--- src/rtl/inst_fetch_unit.sv ---
// Fetch stage: owns the fetch PC, issues reads to a variable-latency instruction memory and
// buffers returned words in a small prefetch queue presented over a valid/ready handshake.
module inst_fetch_unit #(
  parameter int unsigned DEPTH    = 2,
  parameter logic [7:0]  RESET_PC = 8'h00
) (
  input  logic        clk,
  input  logic        rst_n,
  output logic        imem_req,
  output logic [7:0]  imem_addr,
  input  logic        imem_ack,
  input  logic [15:0] imem_data,
  output logic [15:0] inst,
  output logic [7:0]  inst_pc,
  output logic        inst_valid,
  input  logic        inst_ready,
  input  logic        redirect,
  input  logic [7:0]  redirect_pc
);

  localparam int unsigned PtrW = (DEPTH > 1) ? $clog2(DEPTH) : 1;
  localparam int unsigned CntW = $clog2(DEPTH + 1);

  typedef enum logic [1:0] {StIdle, StReq, StDrain} state_e;

  state_e          state_q, state_d;
  logic [7:0]      fetch_pc_q, fetch_pc_d;
  logic [7:0]      addr_q, addr_d;
  logic [PtrW-1:0] wr_ptr_q, wr_ptr_d;
  logic [PtrW-1:0] rd_ptr_q, rd_ptr_d;
  logic [CntW-1:0] count_q, count_d;
  logic [15:0]     inst_q, inst_d;
  logic [7:0]      inst_pc_q, inst_pc_d;
  logic            inst_valid_q, inst_valid_d;

  logic [15:0]     data_mem_q [DEPTH];
  logic [7:0]      pc_mem_q   [DEPTH];

  logic            push, pop, issue_ok, head_is_new;

  // Data returned while draining belongs to a flushed stream and is never pushed.
  assign push     = imem_ack && (state_q == StReq) && !redirect;
  assign pop      = inst_valid_q && inst_ready && !redirect;
  assign issue_ok = count_d < CntW'(DEPTH);

  // Queue bookkeeping
  always_comb begin
    count_d  = count_q;
    wr_ptr_d = wr_ptr_q;
    rd_ptr_d = rd_ptr_q;
    if (redirect) begin
      count_d  = '0;
      wr_ptr_d = '0;
      rd_ptr_d = '0;
    end else begin
      if (push) wr_ptr_d = wr_ptr_q + 1'b1;
      if (pop)  rd_ptr_d = rd_ptr_q + 1'b1;
      if (push && !pop) begin
        count_d = count_q + 1'b1;
      end else if (pop && !push) begin
        count_d = count_q - 1'b1;
      end
    end
  end

  // Next state
  always_comb begin
    state_d = state_q;
    unique case (state_q)
      StIdle: begin
        if (issue_ok) state_d = StReq;
      end
      StReq: begin
        if (redirect && !imem_ack) begin
          state_d = StDrain;
        end else if (imem_ack) begin
          state_d = issue_ok ? StReq : StIdle;
        end
      end
      StDrain: begin
        if (imem_ack) state_d = StReq;
      end
      default: state_d = StIdle;
    endcase
  end

  // Outputs
  always_comb begin
    imem_req   = (state_q != StIdle);
    imem_addr  = addr_q;
    inst       = inst_q;
    inst_pc    = inst_pc_q;
    inst_valid = inst_valid_q;
  end

  // Datapath: PC, held request address and registered queue head
  always_comb begin
    fetch_pc_d = fetch_pc_q;
    if (redirect) begin
      fetch_pc_d = redirect_pc;
    end else if (push) begin
      fetch_pc_d = fetch_pc_q + 8'd1;
    end
    // A drained request keeps presenting its original address until acked.
    addr_d = (state_d == StDrain) ? addr_q : fetch_pc_d;

    head_is_new  = push && (pop ? (count_q == CntW'(1)) : (count_q == '0));
    inst_valid_d = (count_d != '0);
    inst_d       = inst_q;
    inst_pc_d    = inst_pc_q;
    if (inst_valid_d) begin
      if (head_is_new) begin
        inst_d    = imem_data;
        inst_pc_d = fetch_pc_q;
      end else begin
        inst_d    = data_mem_q[rd_ptr_d];
        inst_pc_d = pc_mem_q[rd_ptr_d];
      end
    end
  end

  always_ff @(posedge clk) begin
    if (!rst_n) begin
      state_q      <= StIdle;
      fetch_pc_q   <= RESET_PC;
      addr_q       <= RESET_PC;
      wr_ptr_q     <= '0;
      rd_ptr_q     <= '0;
      count_q      <= '0;
      inst_q       <= '0;
      inst_pc_q    <= '0;
      inst_valid_q <= 1'b0;
    end else begin
      state_q      <= state_d;
      fetch_pc_q   <= fetch_pc_d;
      addr_q       <= addr_d;
      wr_ptr_q     <= wr_ptr_d;
      rd_ptr_q     <= rd_ptr_d;
      count_q      <= count_d;
      inst_q       <= inst_d;
      inst_pc_q    <= inst_pc_d;
      inst_valid_q <= inst_valid_d;
    end
  end

  always_ff @(posedge clk) begin
    if (push) begin
      data_mem_q[wr_ptr_q] <= imem_data;
      pc_mem_q[wr_ptr_q]   <= fetch_pc_q;
    end
  end

endmodule

--- config.mk ---
export PLATFORM = sky130hd
export DESIGN_NAME = inst_fetch_unit
export DESIGN_NICKNAME = d
export VERILOG_FILES = /design/src/rtl/inst_fetch_unit.sv
export SDC_FILE = /design/constraint.sdc
export NUM_CORES = 1
export LEC_CHECK = 0
export BUFFER_PORTS_ARGS = -buffer_cell sky130_fd_sc_hd__buf_2
export CAP_MARGIN = 20
export CORE_UTILIZATION = 45
export CTS_CLUSTER_SIZE = 10
export DETAILED_ROUTE_END_ITERATION = 10
export GPL_ROUTABILITY_DRIVEN = 0
export PLACE_DENSITY_LB_ADDON = 0.05
export SLEW_MARGIN = 20
export SYNTH_ARGS = -nofsm -noshare
export SYNTH_HDL_FRONTEND = slang
export SYNTH_SLANG_ARGS = --single-unit
--- constraint.sdc ---
create_clock -name clk -period 3.7 [get_ports clk]
set_input_delay 0.185 -clock clk [delete_from_list [all_inputs] [get_ports clk]]
set_output_delay 0.185 -clock clk [all_outputs]
set_load 0.02 [all_outputs]
# After elaboration in Yosys (flattened, before gate mapping)
# Memory sizes are Yosys's and may differ from the RTL's.
# Index checks and enable logic that the tools add are counted.
[op_classes]
n_eq_ne = 4
mux = 18
n_addsub = 5
reduce_logical = 17
bitwise = 1
magnitude_cmp = 1
[ops]
columns = ["cell", "n"]
rows = [
  ["$mux W8", 3],
  ["$mux W16", 1],
  ["$mux W2", 7],
  ["$add A8 B1 Y8 const B", 1],
  ["$logic_and A1 B1 Y1", 8],
  ["$mux W1", 6],
  ["$pmux W2 S3", 1],
  ["$eq A2 B1 Y1 const B", 2],
  ["$eq A2 B2 Y1 const B", 2],
  ["$logic_not A1 Y1", 4],
  ["$logic_not A2 Y1", 2],
  ["$reduce_bool A2 Y1", 2],
  ["$add A1 B1 Y1 const B", 2],
  ["$add A2 B1 Y2 const B", 1],
  ["$lt A2 B2 Y1 const B", 1],
  ["$reduce_or A2 Y1", 1],
  ["$sub A2 B1 Y2 const B", 1],
  ["$not A1 Y1", 1],
]
[word_totals]
ram_bits = 48
n_memories = 2
reg_bits = 47
input_bits = 29
[mem_list]
columns = ["name", "depth", "word_bits", "read_ports", "rd_ports_with_merged_regs", "wr", "line_no", "rtl"]
rows = [
  ["data_mem_q", 2, 16, 1, 0, 1, "36", "logic [15:0] data_mem_q [DEPTH];"],
  ["pc_mem_q", 2, 8, 1, 0, 1, "37", "logic [7:0] pc_mem_q [DEPTH];"],
]

# Depth between registers and ports, before layout
[logic_depth]
word_depth = 14
ltp_mapped = 8
mapped_depth_nobuf = 6

# Worst setup path before layout
# Ideal clock, no wire load.
[synth_path]
path_kind = "register to register"
startpoint = "register state_q[0]"
endpoint = "memory data_mem_q[0][0] (enable)"
stages_incl_launch_ff = 6
period_less_slack_ps = 2964
t_required_ps = 3265
arrival_time_ps = 2528
path_slack_ps = 736
path_cell_list = "dfxtp_1 -> clkbuf_2 -> nand3b_4 -> buf_6 -> buf_2 -> nor3_1"
[synth_between]
elab_chain_len = 5
[synth_lines]
columns = ["element", "line_no", "rtl"]
rows = [
  ["start, declared", "26", "state_e state_q, state_d;"],
  ["start signal, assigned", "124", "state_q <= StIdle;"],
  ["start signal, assigned", "134", "state_q <= state_d;"],
  ["$eq A2 B1 Y1", "42", "assign push = imem_ack && (state_q == StReq) && !redirect;"],
  ["$logic_and A1 B1 Y1 (2 in a row)", "42", ""],
  ["$mux W1", "147", "if (push) begin"],
  ["$mux W1 (implied by the code)", "148", "data_mem_q[wr_ptr_q] <= imem_data;"],
  ["end, declared", "36", ""],
]
# Every way passes these cells.

# Final worst setup path
[layout_path]
startpoint = "register count_q[0]"
endpoint = "register inst_pc_q[2], in the netlist inst_pc[2]"
[layout_between]
elab_chain_len = 5
[layout_lines]
columns = ["element", "line_no", "rtl"]
rows = [
  ["start, declared", "31", "logic [CntW-1:0] count_q, count_d;"],
  ["start signal, assigned", "139", "count_q <= count_d;"],
  ["$sub A2 B1 Y2", "61", "count_d = count_q - 1'b1;"],
  ["$mux W2", "60", "end else if (pop && !push) begin"],
  ["$mux W2", "58", "if (push && !pop) begin"],
  ["$mux W2", "51", "if (redirect) begin"],
  ["$reduce_bool A2 Y1", "108", "inst_valid_d = (count_d != '0);"],
  ["end signal, assigned", "141", "inst_pc_q <= inst_pc_d;"],
  ["end, declared", "33", "logic [7:0] inst_pc_q, inst_pc_d;"],
]
# Several ways; a longest one is shown, not always the timed one.
# A chain may end at the register's enable or synchronous reset.

==> summary.txt <==
Outcome
  – Outcome: finished with violations
  – Failing checks: DRC

Logic synthesis
  – Syn Inst Count: about 360
  – Yosys cell types: 48
  – Synth top area share: 0.348
  – Avg Inst Size Synth: 11.6 um^2
  – Yosys top cell by area: edfxtp_1
  – Number of synthesized register bits: 95
  – Post-Syn Area: roughly 4100 um^2
  – Synth warn: 0
  – Part of the Yosys area used for sequential elements: 0.575
  – Top_reg_cell synth: edfxtp_1
  – Ys async rst share: 0
  – Post-Synthesis Net Count: about 400
  – Largest cells by area after synthesis: edfxtp_1 (35%), dfxtp_1 (23%), o211ai_1 (8.9%)
  – Number of synthesized flops with an enable pin: 48

Floorplanning
  – Die Wd: 97.9 um
  – Initial core utilization: 0.470
  – Ports: 63
  – Die footprint: around 9600 um^2
  – Site Rows: 34
  – Core area: just under 9000 um^2
  – Die Y: 97.9 um

STA
  – Final setup violating endpoints: 0
  – Setup TNS: 0 ns
  – Worst slew pin tran: a little over 0.6 ns
  – Setup Skew: approximately 0.013 ns
  – RSZ-0062 raised after global routing: false
  – Min cycle time layout: about 2.1 ns
  – Slew margin rel.: 0.586
  – Slew Limit Fails: 0
  – Fmax: 0.470 GHz
  – Fin crit share: 0.575
  – Final-report hold violation count: 0

Clocking
  – Worst-Skew Late Latency: between 0.3 and 0.4 ns
  – Root Buffer: clkbuf_8
  – Num CTS Buffers: 9
  – CTS sink count: 95
  – Worst-path clk slew: around 0.10 ns
  – Max Root-Sink Buffers: 2
  – CTS tree: done
  – Cts repair resizes: 0
  – Hold buffers post-CTS: 0
  – Setup Buffers After CTS: 0
  – CTS H-tree lvls: 3

Worst hold path
  – Hold Path Depth: 1
  – Worst Hold Class: in2reg

Setup path
  – Cell Chain, Critical Path: inv_1 > ha_1 > nor2b_1 > a2111oi_0 > o21bai_2 > buf_4 > a32o_1
  – Crit start category: register
  – WP buf/inv: 2
  – Critical path's largest stage delay: roughly 0.48 ns
  – Crit path max fanout: 25
  – CP Data Required Time: roughly 4 ns
  – R2R depth: 7
  – Worst Setup End Kind: register
  – Slowest stage cell, crit path: dfxtp_1
  – Cell family with most CP delay: compound AO/OA/AOI/OAI gates
  – CP Class: reg2reg
  – Worst path depth: 7
  – Worst Path Arrival: 2.41 ns

Routing
  – Via/cell ratio: around 5.6
  – Mean routed wirelength per cell: 16.6 um
  – DRC: 3
  – Iter 0 DRT Violations: 122
  – First-pass DRT Iterations: 7
  – Vias after detailed routing: 2930
  – Post-DRT Antenna Nets: 0
  – DRT Wirelength: between 8000 and 9000 um

Power and ir drop
  – Seq pwr share: 0.563
  – Max VDD drop: 0.276 mV
  – Psw: 543 uW
  – Cell Int Power: between 1500 and 2000 uW
  – Power Dens Cells: between 400 and 500 nW/um^2
  – Clock network fraction of total power: 0.320
  – Net Sw Frac: 0.257
  – Leak Pwr: 0.00178 uW
  – Comb pwr share: 0.117

Final layout
  – Area Growth Syn to Fin: 13.2%
  – Share of cells above drive strength 1: 0.278
  – Post-layout instance area: roughly 4700 um^2
  – Nets: 441
  – Antenna diodes: 0

Global route
  – First-pass GRT wire length: 14400 um
  – Total gr overflow: 0
  – Initial antenna violation count: 0
  – Vias in the first global route: 2824
  – Largest net degree at the start of global routing: between 40 and 50
  – Total track usage: 0.192

Flow run
  – MaxCap Viol Count: 0

Placed design
  – Post-DP Area: between 4000 and 5000 um^2
  – Hpwl dp: ~5400 um
  – PortBufs: 62
## per-stage QoR
stage               power (uW)  setup slack, ns  hold slack, ns   util  cells
floorplan                 1380            0.736           0.284      -    357
global placement          1460             1.49           0.388  0.510    506
detailed placement        1460             1.41           0.390  0.510    506
CTS                       2130             1.54          0.0104  0.532    522
global route              2210             1.29         0.00311  0.532    522
finish                    2110             1.57          0.0254  0.532    522
## state kept, by name, summed over array words and instances (netlist names)
name        flops
inst_valid      1
data_mem_q     32
inst_pc         8
imem_addr       8
inst           16
pc_mem_q       16
rd_ptr_q        1
state_q         2
count_q         2
fetch_pc_q      8
wr_ptr_q        1
## worst reg2reg max path, stage by stage (launching register included)
cell and delay, ns:
dfxtp_1 0.48, inv_1 0.08, ha_1 0.34, nor2b_1 0.07
a2111oi_0 0.37, o21bai_2 0.18, buf_4 0.32, a32o_1 0.23
## cell type report
cell class / count / area, um^2
clock inverters: 5 / 57.6
multi-input cells: 205 / 1500
fillers: 821 / 4120
inverters: 28 / 105
flip-flops and latches: 95 / 2380
repair buffers: 70 / 370
clock buffers: 11 / 131
well taps: 108 / 135
## kinds of logic after synthesis
family | synth area share
and+or+nand+nor | 0.124
adders and majority gates | 0.00907
DFF | 0.575
xor gates and xnor gates | 0.00846
muxes | 0.00725
buffers and inverters | 0.0644
AOI/OAI and AO/OA | 0.212
## layout by cell type, fill, tap and decap left out, drive strengths merged, types with 2 or more instances in the layout
| cell type | instances |
|---|---|
| nor3 | 7 |
| ha | 3 |
| a32o | 25 |
| a21boi | 2 |
| nor4 | 3 |
| nor2b | 3 |
| nand2b | 5 |
| nor2 | 11 |
| buf | 70 |
| nand2 | 5 |
| inv | 30 |
| a21oi | 4 |
| o21ai | 11 |
| o211ai | 49 |
| clkbuf | 11 |
| dfxtp | 47 |
| edfxtp | 48 |
| or2 | 25 |
| o21a | 3 |
| and3 | 2 |
| nand4 | 2 |
| nand3 | 10 |
| nand3b | 2 |
| and2 | 4 |
| mux2i | 3 |
| xnor2 | 4 |
| o31a | 2 |
| o31ai | 7 |
## per-layer routing
metal  routed length, um  GRT usage
met5                   0          0
met4                  72     0.0629
met3                 281     0.0394
met2                4080      0.304
met1                4250      0.264
## cell usage after synthesis, drive strengths merged (3+ instances only)
master  number
nor2b        3
buf         19
o21a         3
o21ai       11
mux2i        3
ha           3
nand2        5
nand2b       5
nand3       10
edfxtp      48
dfxtp       47
or2         25
o31ai        7
a32o        25
nor4         3
nor2        11
xnor2        4
clkbuf      10
nor3         7
a21oi        4
and2         4
inv         28
o211ai      49
## final timing paths
kind	slack (ns)	to	startpoint
worst max register to register	1.57	inst_pc[2]$_SDFFE_PN0P_	count_q[0]$_SDFF_PN0_
worst min register to register	0.47	inst[10]$_SDFFE_PN0P_	inst[10]$_SDFFE_PN0P_
worst max-delay path	1.57	inst_pc[2]$_SDFFE_PN0P_	count_q[0]$_SDFF_PN0_
worst min-delay path	0.03	data_mem_q[0][5]$_DFFE_PP_	imem_data[5]
## power groups by stage
stage	sequential (uW)	combinational (uW)	clock, uW
finish	1190	247	675
global route	1190	274	745
CTS	1190	251	696
detailed placement	1210	250	0
global placement	1210	246	0
floorplan	1240	145	0
No activity file was read; power rests on OpenSTA's default activity.
